--- src/rtl/btn_conditioner_if.sv ---
// rtl/btn_conditioner_if.sv - button conditioner signal bundle: raw buttons in, clean level and strobes out
interface btn_conditioner_if #(
    parameter int N_BTN = 5
);
    logic [N_BTN-1:0] btn;
    logic [N_BTN-1:0] btn_level;
    logic [N_BTN-1:0] btn_press;
    logic [N_BTN-1:0] btn_release;

    modport master (
        output btn,
        input  btn_level,
        input  btn_press,
        input  btn_release
    );

    modport slave (
        input  btn,
        output btn_level,
        output btn_press,
        output btn_release
    );
endinterface

--- src/rtl/btn_conditioner.sv ---
// rtl/btn_conditioner.sv - per-channel synchronizer, debouncer, press/release strobes and optional auto-repeat
module btn_conditioner #(
    parameter int N_BTN           = 5,
    parameter int DEBOUNCE_CYCLES = 500000,
    parameter int REPEAT_EN       = 0,
    parameter int REPEAT_DELAY    = 25000000,
    parameter int REPEAT_PERIOD   = 5000000
) (
    input  logic            clk,
    input  logic            rst,
    btn_conditioner_if.slave bus
);
    localparam int DW   = $clog2(DEBOUNCE_CYCLES) + 1;
    localparam int RMAX = (REPEAT_DELAY > REPEAT_PERIOD) ? REPEAT_DELAY : REPEAT_PERIOD;
    localparam int RW   = $clog2(RMAX) + 1;

    localparam logic [DW-1:0] D_LIMIT   = DW'(DEBOUNCE_CYCLES - 1);
    localparam logic [RW-1:0] RD_LIMIT  = RW'(REPEAT_DELAY - 1);
    localparam logic [RW-1:0] RP_LIMIT  = RW'(REPEAT_PERIOD - 1);

    logic [N_BTN-1:0] s1;
    logic [N_BTN-1:0] s2;
    logic [N_BTN-1:0] level;
    logic [N_BTN-1:0] press;
    logic [N_BTN-1:0] rel;

    // Two-flop synchronizer bringing the asynchronous buttons into the clk domain
    always_ff @(posedge clk or negedge rst) begin
        if (!rst) begin
            s1 <= '0;
            s2 <= '0;
        end else begin
            s1 <= bus.btn;
            s2 <= s1;
        end
    end

    for (genvar i = 0; i < N_BTN; i++) begin : g_ch
        logic [DW-1:0] cnt;
        logic          lvl;
        logic          prs;
        logic          rls;
        logic          at_limit;
        logic          acc_press;
        logic          acc_rel;

        // A new level is accepted only after it has differed for the full count
        assign at_limit  = (s2[i] != lvl) && (cnt == D_LIMIT);
        assign acc_press = at_limit & s2[i];
        assign acc_rel   = at_limit & ~s2[i];

        // Debounce counter, accepted level and registered release strobe
        always_ff @(posedge clk or negedge rst) begin
            if (!rst) begin
                cnt <= '0;
                lvl <= 1'b0;
                rls <= 1'b0;
            end else begin
                rls <= acc_rel;
                if (s2[i] == lvl) begin
                    cnt <= '0;
                end else if (cnt == D_LIMIT) begin
                    lvl <= s2[i];
                    cnt <= '0;
                end else begin
                    cnt <= cnt + DW'(1);
                end
            end
        end

        if (REPEAT_EN != 0) begin : g_rep
            typedef enum logic [1:0] {R_IDLE, R_DELAY, R_RUN} rstate_t;
            rstate_t       rstate;
            logic [RW-1:0] rcnt;

            // Repeat FSM: initial delay then periodic presses; an accepted release always wins
            always_ff @(posedge clk or negedge rst) begin
                if (!rst) begin
                    rstate <= R_IDLE;
                    rcnt   <= '0;
                    prs    <= 1'b0;
                end else begin
                    prs <= acc_press;
                    if (acc_rel) begin
                        rstate <= R_IDLE;
                        rcnt   <= '0;
                    end else if (acc_press) begin
                        rstate <= R_DELAY;
                        rcnt   <= '0;
                    end else begin
                        case (rstate)
                            R_DELAY: begin
                                if (rcnt == RD_LIMIT) begin
                                    prs    <= 1'b1;
                                    rcnt   <= '0;
                                    rstate <= R_RUN;
                                end else begin
                                    rcnt <= rcnt + RW'(1);
                                end
                            end
                            R_RUN: begin
                                if (rcnt == RP_LIMIT) begin
                                    prs  <= 1'b1;
                                    rcnt <= '0;
                                end else begin
                                    rcnt <= rcnt + RW'(1);
                                end
                            end
                            default: begin
                                rcnt <= '0;
                            end
                        endcase
                    end
                end
            end
        end else begin : g_norep
            // Single press strobe per accepted press
            always_ff @(posedge clk or negedge rst) begin
                if (!rst) begin
                    prs <= 1'b0;
                end else begin
                    prs <= acc_press;
                end
            end
        end

        assign level[i] = lvl;
        assign press[i] = prs;
        assign rel[i]   = rls;
    end

    assign bus.btn_level   = level;
    assign bus.btn_press   = press;
    assign bus.btn_release = rel;
endmodule

--- src/flat_wrapper.sv ---
// flat-port wrapper written by rule: the top's interface ports become plain ports
module btn_conditioner_flat 
#(
    parameter int N_BTN           = 5,
    parameter int DEBOUNCE_CYCLES = 500000,
    parameter int REPEAT_EN       = 0,
    parameter int REPEAT_DELAY    = 25000000,
    parameter int REPEAT_PERIOD   = 5000000
)
  (clk, rst, bus_btn, bus_btn_level, bus_btn_press, bus_btn_release);
  btn_conditioner_if #(.N_BTN(N_BTN)) bus_i ();
  input  logic clk;
  input  logic rst;
  input wire logic [$bits(bus_i.btn)-1:0] bus_btn;
  output wire logic [$bits(bus_i.btn_level)-1:0] bus_btn_level;
  output wire logic [$bits(bus_i.btn_press)-1:0] bus_btn_press;
  output wire logic [$bits(bus_i.btn_release)-1:0] bus_btn_release;
  assign bus_i.btn = bus_btn;
  assign bus_btn_level = bus_i.btn_level;
  assign bus_btn_press = bus_i.btn_press;
  assign bus_btn_release = bus_i.btn_release;
  btn_conditioner #(.N_BTN(N_BTN), .DEBOUNCE_CYCLES(DEBOUNCE_CYCLES), .REPEAT_EN(REPEAT_EN), .REPEAT_DELAY(REPEAT_DELAY), .REPEAT_PERIOD(REPEAT_PERIOD)) u_core (.clk(clk), .rst(rst), .bus(bus_i));
endmodule
--- config.mk ---
export PLATFORM = sky130hd
export DESIGN_NAME = btn_conditioner_flat
export DESIGN_NICKNAME = d
export VERILOG_FILES = /design/src/rtl/btn_conditioner_if.sv /design/src/rtl/btn_conditioner.sv /design/src/flat_wrapper.sv
export SDC_FILE = /design/constraint.sdc
export NUM_CORES = 1
export LEC_CHECK = 0
export ABC_AREA = 0
export CAP_MARGIN = 20
export CORE_MARGIN = 2
export CORE_UTILIZATION = 50
export DETAILED_ROUTE_END_ITERATION = 8
export PLACE_DENSITY_LB_ADDON = 0.25
export SLEW_MARGIN = 20
export SYNTH_ARGS = -nofsm -noshare
export SYNTH_HDL_FRONTEND = slang
export SYNTH_SLANG_ARGS = --single-unit
--- constraint.sdc ---
create_clock -name clk -period 2.1 [get_ports clk]
set_input_delay 0.42 -clock clk [delete_from_list [all_inputs] [get_ports clk]]
set_output_delay 0.42 -clock clk [all_outputs]
set_load 0.01 [all_outputs]
==> Yosys cells after proc, flatten, opt, wreduce, memory -nomap -nowiden <==
Index checks and enable logic that the tools add are counted.
{ "classes": {"magnitude_cmp": 0, "n_reduce_logical": 10, "n_addsub": 5, "div": 0, "mux": 10, "n_eq_ne": 15, "mul": 0, "bitwise": 20, "shifts": 0} }
{ "op_table": {"columns": ["operator", "count"], "rows": [
  ["$mux 20", 10],
  ["$add 20x1->20 const B", 5],
  ["$eq 20x19->1 const B", 5],
  ["$and 1x1->1", 10],
  ["$not 1->1", 10],
  ["$reduce_and 2->1", 5],
  ["$eq 1x1->1", 5],
  ["$logic_and 1x1->1", 5],
  ["$ne 1x1->1", 5]
]} }
{ "word_totals": {"n_memories": 0, "wordCells": 82, "ramBits": 0, "latchBits": 0, "reg_bits": 125, "inputBits": 7, "rom_bits": 0} }

==> Depth between registers and ports, before layout <==
Gate-level depths: netlist of the first run.
{ "logic_depth": {"depth_word": 3, "mapped_depth": 7, "ltp_nobuf": 5} }

==> Worst setup path after synthesis of the first run <==
Ideal clock, no wire load.
{ "synth_path": {"kind": "register -> register", "start": "register u_core.g_ch[1].cnt[12]", "end": "register u_core.g_ch[1].lvl", "slack_ns": 0.033, "stages_incl_launch_ff": 5, "n_path_buf": 0, "setup_time_ns": 0.125, "arrival_ns": 1.942, "path_cell_list": "dfrtp_1 -> or4_1 -> or4_4 -> or2_4 -> mux2_4"} }
{ "synth_between": {"elab_chain_len": 2} }
{ "synth_rtl": {"columns": ["item", "line", "rtl"], "rows": [
  ["start: declaration", "btn_conditioner.sv:39", "logic [DW-1:0] cnt;"],
  ["start signal: assignment", "btn_conditioner.sv:66", "cnt <= cnt + DW'(1);"],
  ["$eq 20x19->1", "btn_conditioner.sv:62", "end else if (cnt == D_LIMIT) begin"],
  ["$reduce_and 2->1 (no line)", null, null],
  ["end signal: assignment", "btn_conditioner.sv:63", "lvl <= s2[i];"],
  ["end: declaration", "btn_conditioner.sv:40", "logic lvl;"]
]} }
Every way passes these cells.
A chain may end at the register's enable or synchronous reset.

==> Worst setup path in the final report of the first run <==
{ "layout_path": {"start": "register u_core.g_ch[1].cnt[14]", "end": "register u_core.g_ch[1].lvl"} }
Same word-level chain as after synthesis.

==> results of run 1 <==
-- worst max-delay path by stage --
stage | from | endpoint | slack, ns | depth (start not counted)
floorplan | u_core.g_ch[1].cnt[12]$_DFF_PN0_ | u_core.g_ch[1].lvl$_DFFE_PN0P_ | 0.03 | 4
global placement | u_core.g_ch[1].cnt[14]$_DFF_PN0_ | u_core.g_ch[1].lvl$_DFFE_PN0P_ | 0.03 | 4
detailed placement | u_core.g_ch[1].cnt[14]$_DFF_PN0_ | u_core.g_ch[1].lvl$_DFFE_PN0P_ | 0.009 | 4
CTS | u_core.g_ch[1].cnt[14]$_DFF_PN0_ | u_core.g_ch[1].lvl$_DFFE_PN0P_ | 0.0005 | 4
global route | u_core.g_ch[1].cnt[14]$_DFF_PN0_ | u_core.g_ch[1].lvl$_DFFE_PN0P_ | -0.04 | 4
finish | u_core.g_ch[1].cnt[14]$_DFF_PN0_ | u_core.g_ch[1].lvl$_DFFE_PN0P_ | -0.007 | 4
-- final cells by class --
| type | count | share of cell area |
|---|---|---|
| flip-flops and latches | 125 | 0.446 |
| multi-input cells | 410 | 0.366 |
| clock buffers | 22 | 0.0676 |
| repair buffers | 46 | 0.0603 |
| clock inverters | 10 | 0.0264 |
| well taps | 143 | 0.0255 |
| inverters | 15 | 0.00803 |
-- per-stage QoR --
stage | worst slack, ns | power, uW
global route | -0.0350 | 6070
CTS | 0.000526 | 5950
floorplan | 0.0333 | 2590
global placement | 0.0271 | 2680
detailed placement | 0.00946 | 2680
finish | -0.00657 | 5880
-- layer usage --
layer	share of wire	GRT usage	vias to the layer above
met5	0	0	-
met4	0.018	0.117	0
met3	0.031	0.0434	20
met2	0.50	0.317	72
met1	0.45	0.248	2162
li1	-	-	2115
-- synthesized netlist by cell type, types with 6 or more instances --
master	n
nor3_1	15
nor3b_1	10
buf_4	17
or3_1	15
o31ai_1	6
xnor2_1	45
nand4_1	34
dfrtp_1	125
nor4_1	20
o21ai_0	13
or4_1	14
xor2_1	29
and3_1	7
nand3_1	31
clkbuf_1	7
nand2_1	28
inv_1	15
a21oi_1	21
nor2_1	83
-- flip-flops by register name, summed over array words and instances (netlist names) --
name	cells
u_core.g_ch.lvl	5
u_core.s1	5
u_core.g_ch.prs	5
u_core.g_ch.rls	5
u_core.s2	5
u_core.g_ch.cnt	100
-- layout by cell type, fill, tap and decap left out, types with 19 or more instances in the layout --
| cell type | instances |
|---|---|
| a21oi_1 | 21 |
| buf_4 | 23 |
| clkdlybuf4s50_1 | 20 |
| dfrtp_1 | 125 |
| nand2_1 | 28 |
| nand3_1 | 31 |
| nand4_1 | 34 |
| nor2_1 | 83 |
| nor4_1 | 19 |
| xnor2_1 | 45 |
| xor2_1 | 29 |
-- power groups by stage --
stage | registers (uW) | clock network (uW) | logic [uW]
2_1_floorplan | 2510 | 0 | 74.8
3_3_place_gp | 2520 | 0 | 156
3_5_place_dp | 2520 | 0 | 162
4_1_cts | 2480 | 3300 | 165
5_1_grt | 2490 | 3390 | 189
6_report | 2480 | 3240 | 164
-- timing repair --
item | CTS | global route
hold buffers | 1 | 0
endpoints found under the setup margin | 0 | 17
gates resized for setup | 0 | 3
buffers inserted | 0 | 1
endpoints found under the hold margin | 13 | 0
-- kinds of logic (layout without fill, tap and decap cells) --
| family | count (synthesis) | count (layout) | synth area share |
|---|---|---|---|
| AND/OR/NAND/NOR | 277 | 277 | 0.251 |
| buffers and inverters | 43 | 93 | 0.0387 |
| flip-flops | 125 | 125 | 0.529 |
| AO/OA/AOI/OAI | 48 | 48 | 0.0491 |
| adder cells (fa/ha/maj) | 5 | 5 | 0.0106 |
| XOR/XNOR | 74 | 74 | 0.110 |
| multiplexers | 6 | 6 | 0.0119 |
==> results.sh, run 1 <==
export IMPL_seq_area_frac_synth=0.529
export IMPL_grt_pass1_wl_um=19900
export IMPL_clock_path_buffers=2
export IMPL_first_global_vias=4280
export IMPL_hp_class="reg2reg"
export IMPL_r2r_start="u_core.g_ch[1].cnt[14]$_DFF_PN0_"
export IMPL_maxCapViolCount=0
export IMPL_fillers=937
export IMPL_p_sw_frac=0.201
export IMPL_routedWlPerCell_um=14.9
export IMPL_yosys_area_top_type="dfrtp_1"
export IMPL_whs_endpoint="u_core.s2[3]$_DFF_PN0_"
export IMPL_post_route_util=0.612
export IMPL_h_tree_depth=4
export IMPL_finalCritPeriodShare=1.00
export IMPL_overflow=0
export IMPL_slew_violations=0
export IMPL_drc=0
export IMPL_synth_area_sq_um=5910
export IMPL_clock_sinks=125
export IMPL_skew_ns=0.0120
export IMPL_clk_latency_ns=0.43
export IMPL_cp_required_ns=2.41
export IMPL_first_pass_iters=4
export IMPL_fin_crit_ns=2.11
export IMPL_diodes=0
export IMPL_finalNetCount=627
export IMPL_power_switching_uw=1180
export IMPL_synth_edf_count=0
export IMPL_hold_slack_ns=0.352
export IMPL_die_h_um=113
export IMPL_endpoint_kind="flip-flop"
export IMPL_failed_checks="negative setup slack"
export IMPL_antenna_found_initial=0
export IMPL_root_buffer="clkbuf_16"
export IMPL_r2r_setup_slack_ns=-0.007
export IMPL_yosysUniqueCellTypes=41
export IMPL_start_util=0.515
export IMPL_cp_arrival_ns=2.42
export IMPL_crit_chain="or4_4 > or4_4 > or2_4 > mux2_4"
export IMPL_io_buffers=21
export IMPL_rows=39
export IMPL_design_area_sq_um=7010
export IMPL_internal_power_uw=4700
export IMPL_grt_max_degree=67
export IMPL_path_buf_inv=0
export IMPL_cpMostUsedCell="or4_4"
export IMPL_routed_wl_um=11500
export IMPL_status="finished, violations left"
export IMPL_clk_pin_slew_ns=0.06
export IMPL_dp_hpwl_um=7560
export IMPL_seqCellArea_sq_um=3130
export IMPL_ios=22
export IMPL_placedCellCount=737
export IMPL_dpl_instance_area_sq_um=6310
export IMPL_via_count=4369
export IMPL_reg2reg_depth=4
export IMPL_syn_nets=590
export IMPL_hold_path_depth=0
export IMPL_synth_top_area_frac=0.529
export IMPL_dieArea_sq_um=12700
export IMPL_vdd_drop_max_v=0.000638
export IMPL_cp_slowest_stage_delay_ns=0.53
export IMPL_fmax_mhz=475
export IMPL_worst_pin_slew_ns=0.441
export IMPL_hp_start="u_core.s1[3]$_DFF_PN0_"
export IMPL_hold_viol=0
export IMPL_avgSynthCellArea_sq_um=10.2
export IMPL_critPathKind="reg2reg"
export IMPL_slowest_stage="or4_4"
export IMPL_die_w_um=113
export IMPL_gp_congestion=0.819
export IMPL_instances_no_fill=771
export IMPL_numCtsBuffers=17
export IMPL_powerDensity_nw_per_um2=839
export IMPL_pwr_share_clk=0.550
export IMPL_multi_input_area_sq_um=2570
export IMPL_cp_max_fo=4
export IMPL_drive_above_1_share=0.123
export IMPL_share_seq_of_total_power=0.422
export IMPL_relSlewSlack=0.703
export IMPL_synth_area_leaders="dfrtp_1, xnor2_1, nor2_1, xor2_1, nand4_1"
export IMPL_post_route_worst_setup_slack_ns=-0.00657
export IMPL_ys_warnings_count=0
export IMPL_setup_tns_ns=-0.00657
export IMPL_cp_start_kind="flip-flop"
export IMPL_post_drt_via_cell_ratio=5.67
export IMPL_synthArstFlopShare=1.00
export IMPL_rsz0062_at_grt="true"
export IMPL_power_frac_comb=0.028
export IMPL_grt_usage=0.198
export IMPL_syn2layout_area_growth_pct=18.6
export IMPL_drt_iter0_drc=250
export IMPL_ys_ff_latch=125
export IMPL_ys_flop_type="dfrtp_1"
export IMPL_tritoncts="built"
export IMPL_p_leak_uw=0.00285
export IMPL_setup_viol_count_final=1
export IMPL_cp_top_family="simple AND/OR/NAND/NOR gates"
export IMPL_detail_route_antenna_nets=0
export IMPL_core_area_sq_um=11500
export IMPL_postSynthCellCount=578
export IMPL_worstReg2RegEnd="u_core.g_ch[1].lvl$_DFFE_PN0P_"
Note: power is estimated with default switching activity, not from simulation.
==> run 2, diff against run 1 <==
--- a/config.mk
+++ b/config.mk
@@ -8,7 +8,7 @@
 export ABC_AREA = 0
 export CAP_MARGIN = 20
 export CORE_MARGIN = 2
-export CORE_UTILIZATION = 50
+export CORE_UTILIZATION = 45
 export DETAILED_ROUTE_END_ITERATION = 8
 export PLACE_DENSITY_LB_ADDON = 0.25
 export SLEW_MARGIN = 20
==> results.sh, run 2 (synthesized netlist as in run 1, its figures left out) <==
export IMPL_status="finished, violations left"
export IMPL_p_leak_uw=0.00284
export IMPL_start_util=0.465
export IMPL_critPathKind="reg2reg"
export IMPL_cp_required_ns=2.40
export IMPL_routedWlPerCell_um=13.9
export IMPL_dieArea_sq_um=14100
export IMPL_grt_usage=0.177
export IMPL_post_route_worst_setup_slack_ns=-0.00906
export IMPL_first_pass_iters=4
export IMPL_endpoint_kind="flip-flop"
export IMPL_power_total_uw=5450
export IMPL_hold_path_depth=0
export IMPL_maxCapViolCount=0
export IMPL_die_h_um=119
export IMPL_r2r_start="u_core.g_ch[1].cnt[14]$_DFF_PN0_"
export IMPL_clk_pin_slew_ns=0.05
export IMPL_fin_crit_ns=2.11
export IMPL_post_drt_via_cell_ratio=5.36
export IMPL_hp_start="u_core.s1[3]$_DFF_PN0_"
export IMPL_diodes=0
export IMPL_relSlewSlack=0.628
export IMPL_fmax_mhz=474
export IMPL_overflow=0
export IMPL_io_buffers=21
export IMPL_gp_congestion=0.902
export IMPL_failed_checks="negative setup slack"
export IMPL_antenna_found_initial=0
export IMPL_largest_register="u_core.g_ch.cnt"
export IMPL_root_buffer="clkbuf_16"
export IMPL_pre_cts_ws_ns=-0.00762
export IMPL_numCtsBuffers=17
export IMPL_tritoncts="built"
export IMPL_die_w_um=119
export IMPL_setup_viol_count_final=1
export IMPL_worst_pin_slew_ns=0.553
export IMPL_powerDensity_nw_per_um2=779
export IMPL_routed_wl_um=11200
export IMPL_ios=22
export IMPL_first_global_vias=4348
export IMPL_cp_max_fo=4
export IMPL_r2r_setup_slack_ns=-0.009
export IMPL_skew_ns=0.00711
export IMPL_cp_start_kind="flip-flop"
export IMPL_layout_common_cells="dfrtp_1, nor2_1, xnor2_1"
export IMPL_drt_iter0_drc=207
export IMPL_syn2layout_area_growth_pct=18.5
export IMPL_clock_path_buffers=2
export IMPL_h_tree_depth=4
export IMPL_vdd_drop_max_v=0.000577
export IMPL_drc=0
export IMPL_finalCritPeriodShare=1.00
export IMPL_final_common_cell="dfrtp_1"
export IMPL_core_area_sq_um=12700
export IMPL_drive_above_1_share=0.123
export IMPL_rows=41
export IMPL_cp_startpoint="u_core.g_ch[1].cnt[14]$_DFF_PN0_"
export IMPL_detail_route_antenna_nets=0
export IMPL_largest_reg_flops=100
export IMPL_cp_arrival_ns=2.41
export IMPL_grt_max_degree=42
export IMPL_whs_endpoint="u_core.s2[3]$_DFF_PN0_"
export IMPL_clock_sinks=125
export IMPL_dp_hpwl_um=7700
export IMPL_slew_violations=0
export IMPL_via_count=4310
export IMPL_reg2reg_depth=4
export IMPL_clk_latency_ns=0.41
export IMPL_worstReg2RegEnd="u_core.g_ch[1].lvl$_DFFE_PN0P_"
export IMPL_cts_setup_buffers=0
export IMPL_finalNetCount=632
export IMPL_grt_pass1_wl_um=20200
export IMPL_hold_viol=0
export IMPL_hp_class="reg2reg"
export IMPL_rsz0062_at_grt="true"
-- run 2: metal layers --
| metal | GRT usage | wire length, um |
|---|---|---|
| met4 | 0.0677 | 191 |
| met1 | 0.228 | 5210 |
| met3 | 0.0512 | 314 |
| met5 | 0 | 0 |
| met2 | 0.283 | 5470 |
-- run 2: cell type report --
type / count / area, sq um
Tap cell: 172 / 215
Fill cell: 1173 / 5720
Inverter: 15 / 56.3
Timing Repair Buffer: 51 / 460
Clock inverter: 7 / 87.6
Multi-Input combinational cell: 410 / 2570
Sequential cell: 125 / 3130
Clock buffer: 24 / 482
-- run 2: through the flow --
stage | cells | hold slack [ns] | utilization | setup TNS, ns | cell area, sq um
after floorplan | 578 | 0.124 | - | 0 | 5910
after global placement | 772 | 0.336 | 0.503 | 0 | 6400
after detailed placement | 772 | 0.340 | 0.503 | -0.00762 | 6400
after CTS | 804 | 0.355 | 0.549 | -0.0109 | 6980
after global routing | 804 | 0.360 | 0.550 | -0.0376 | 7000
final | 804 | 0.352 | 0.550 | -0.00906 | 7000
-- run 2: worst max path at each step --
stage | to | slack, ns
floorplan | u_core.g_ch[1].lvl$_DFFE_PN0P_ | 0.03
global route | u_core.g_ch[1].lvl$_DFFE_PN0P_ | -0.04
CTS | u_core.g_ch[1].lvl$_DFFE_PN0P_ | -0.01
global placement | u_core.g_ch[1].lvl$_DFFE_PN0P_ | 0.04
detailed placement | u_core.g_ch[1].lvl$_DFFE_PN0P_ | -0.008
finish | u_core.g_ch[1].lvl$_DFFE_PN0P_ | -0.009
-- run 2: timing repair --
action                                  in CTS  in global routing
endpoints found under the hold margin       25                  0
gates cloned                                 0                  0
endpoints found under the setup margin       1                  9
gates resized for setup                      0                  3
hold buffers                                 1                  0
-- run 2: worst max-delay path: stages, from the launching register on --
cell	delay, ns
dfrtp_1	0.38
or4_4	0.53
or4_4	0.53
or2_4	0.26
mux2_4	0.30
-- run 2: where the power goes --
| part | total [uW] | leakage (uW) | switching [uW] | internal, uW |
|---|---|---|---|---|
| registers | 2480 | 0.00171 | 36.7 | 2440 |
| clock network | 2810 | 0.000280 | 986 | 1820 |
| logic | 163 | 0.000854 | 102 | 60.5 |
==> run 3, diff against run 2 <==
--- a/config.mk
+++ b/config.mk
@@ -5,7 +5,6 @@
 export SDC_FILE = /design/constraint.sdc
 export NUM_CORES = 1
 export LEC_CHECK = 0
-export ABC_AREA = 0
 export CAP_MARGIN = 20
 export CORE_MARGIN = 2
 export CORE_UTILIZATION = 45
==> results of run 3 <==
The final DEF is identical to that of run 2; final timing and power are the same.
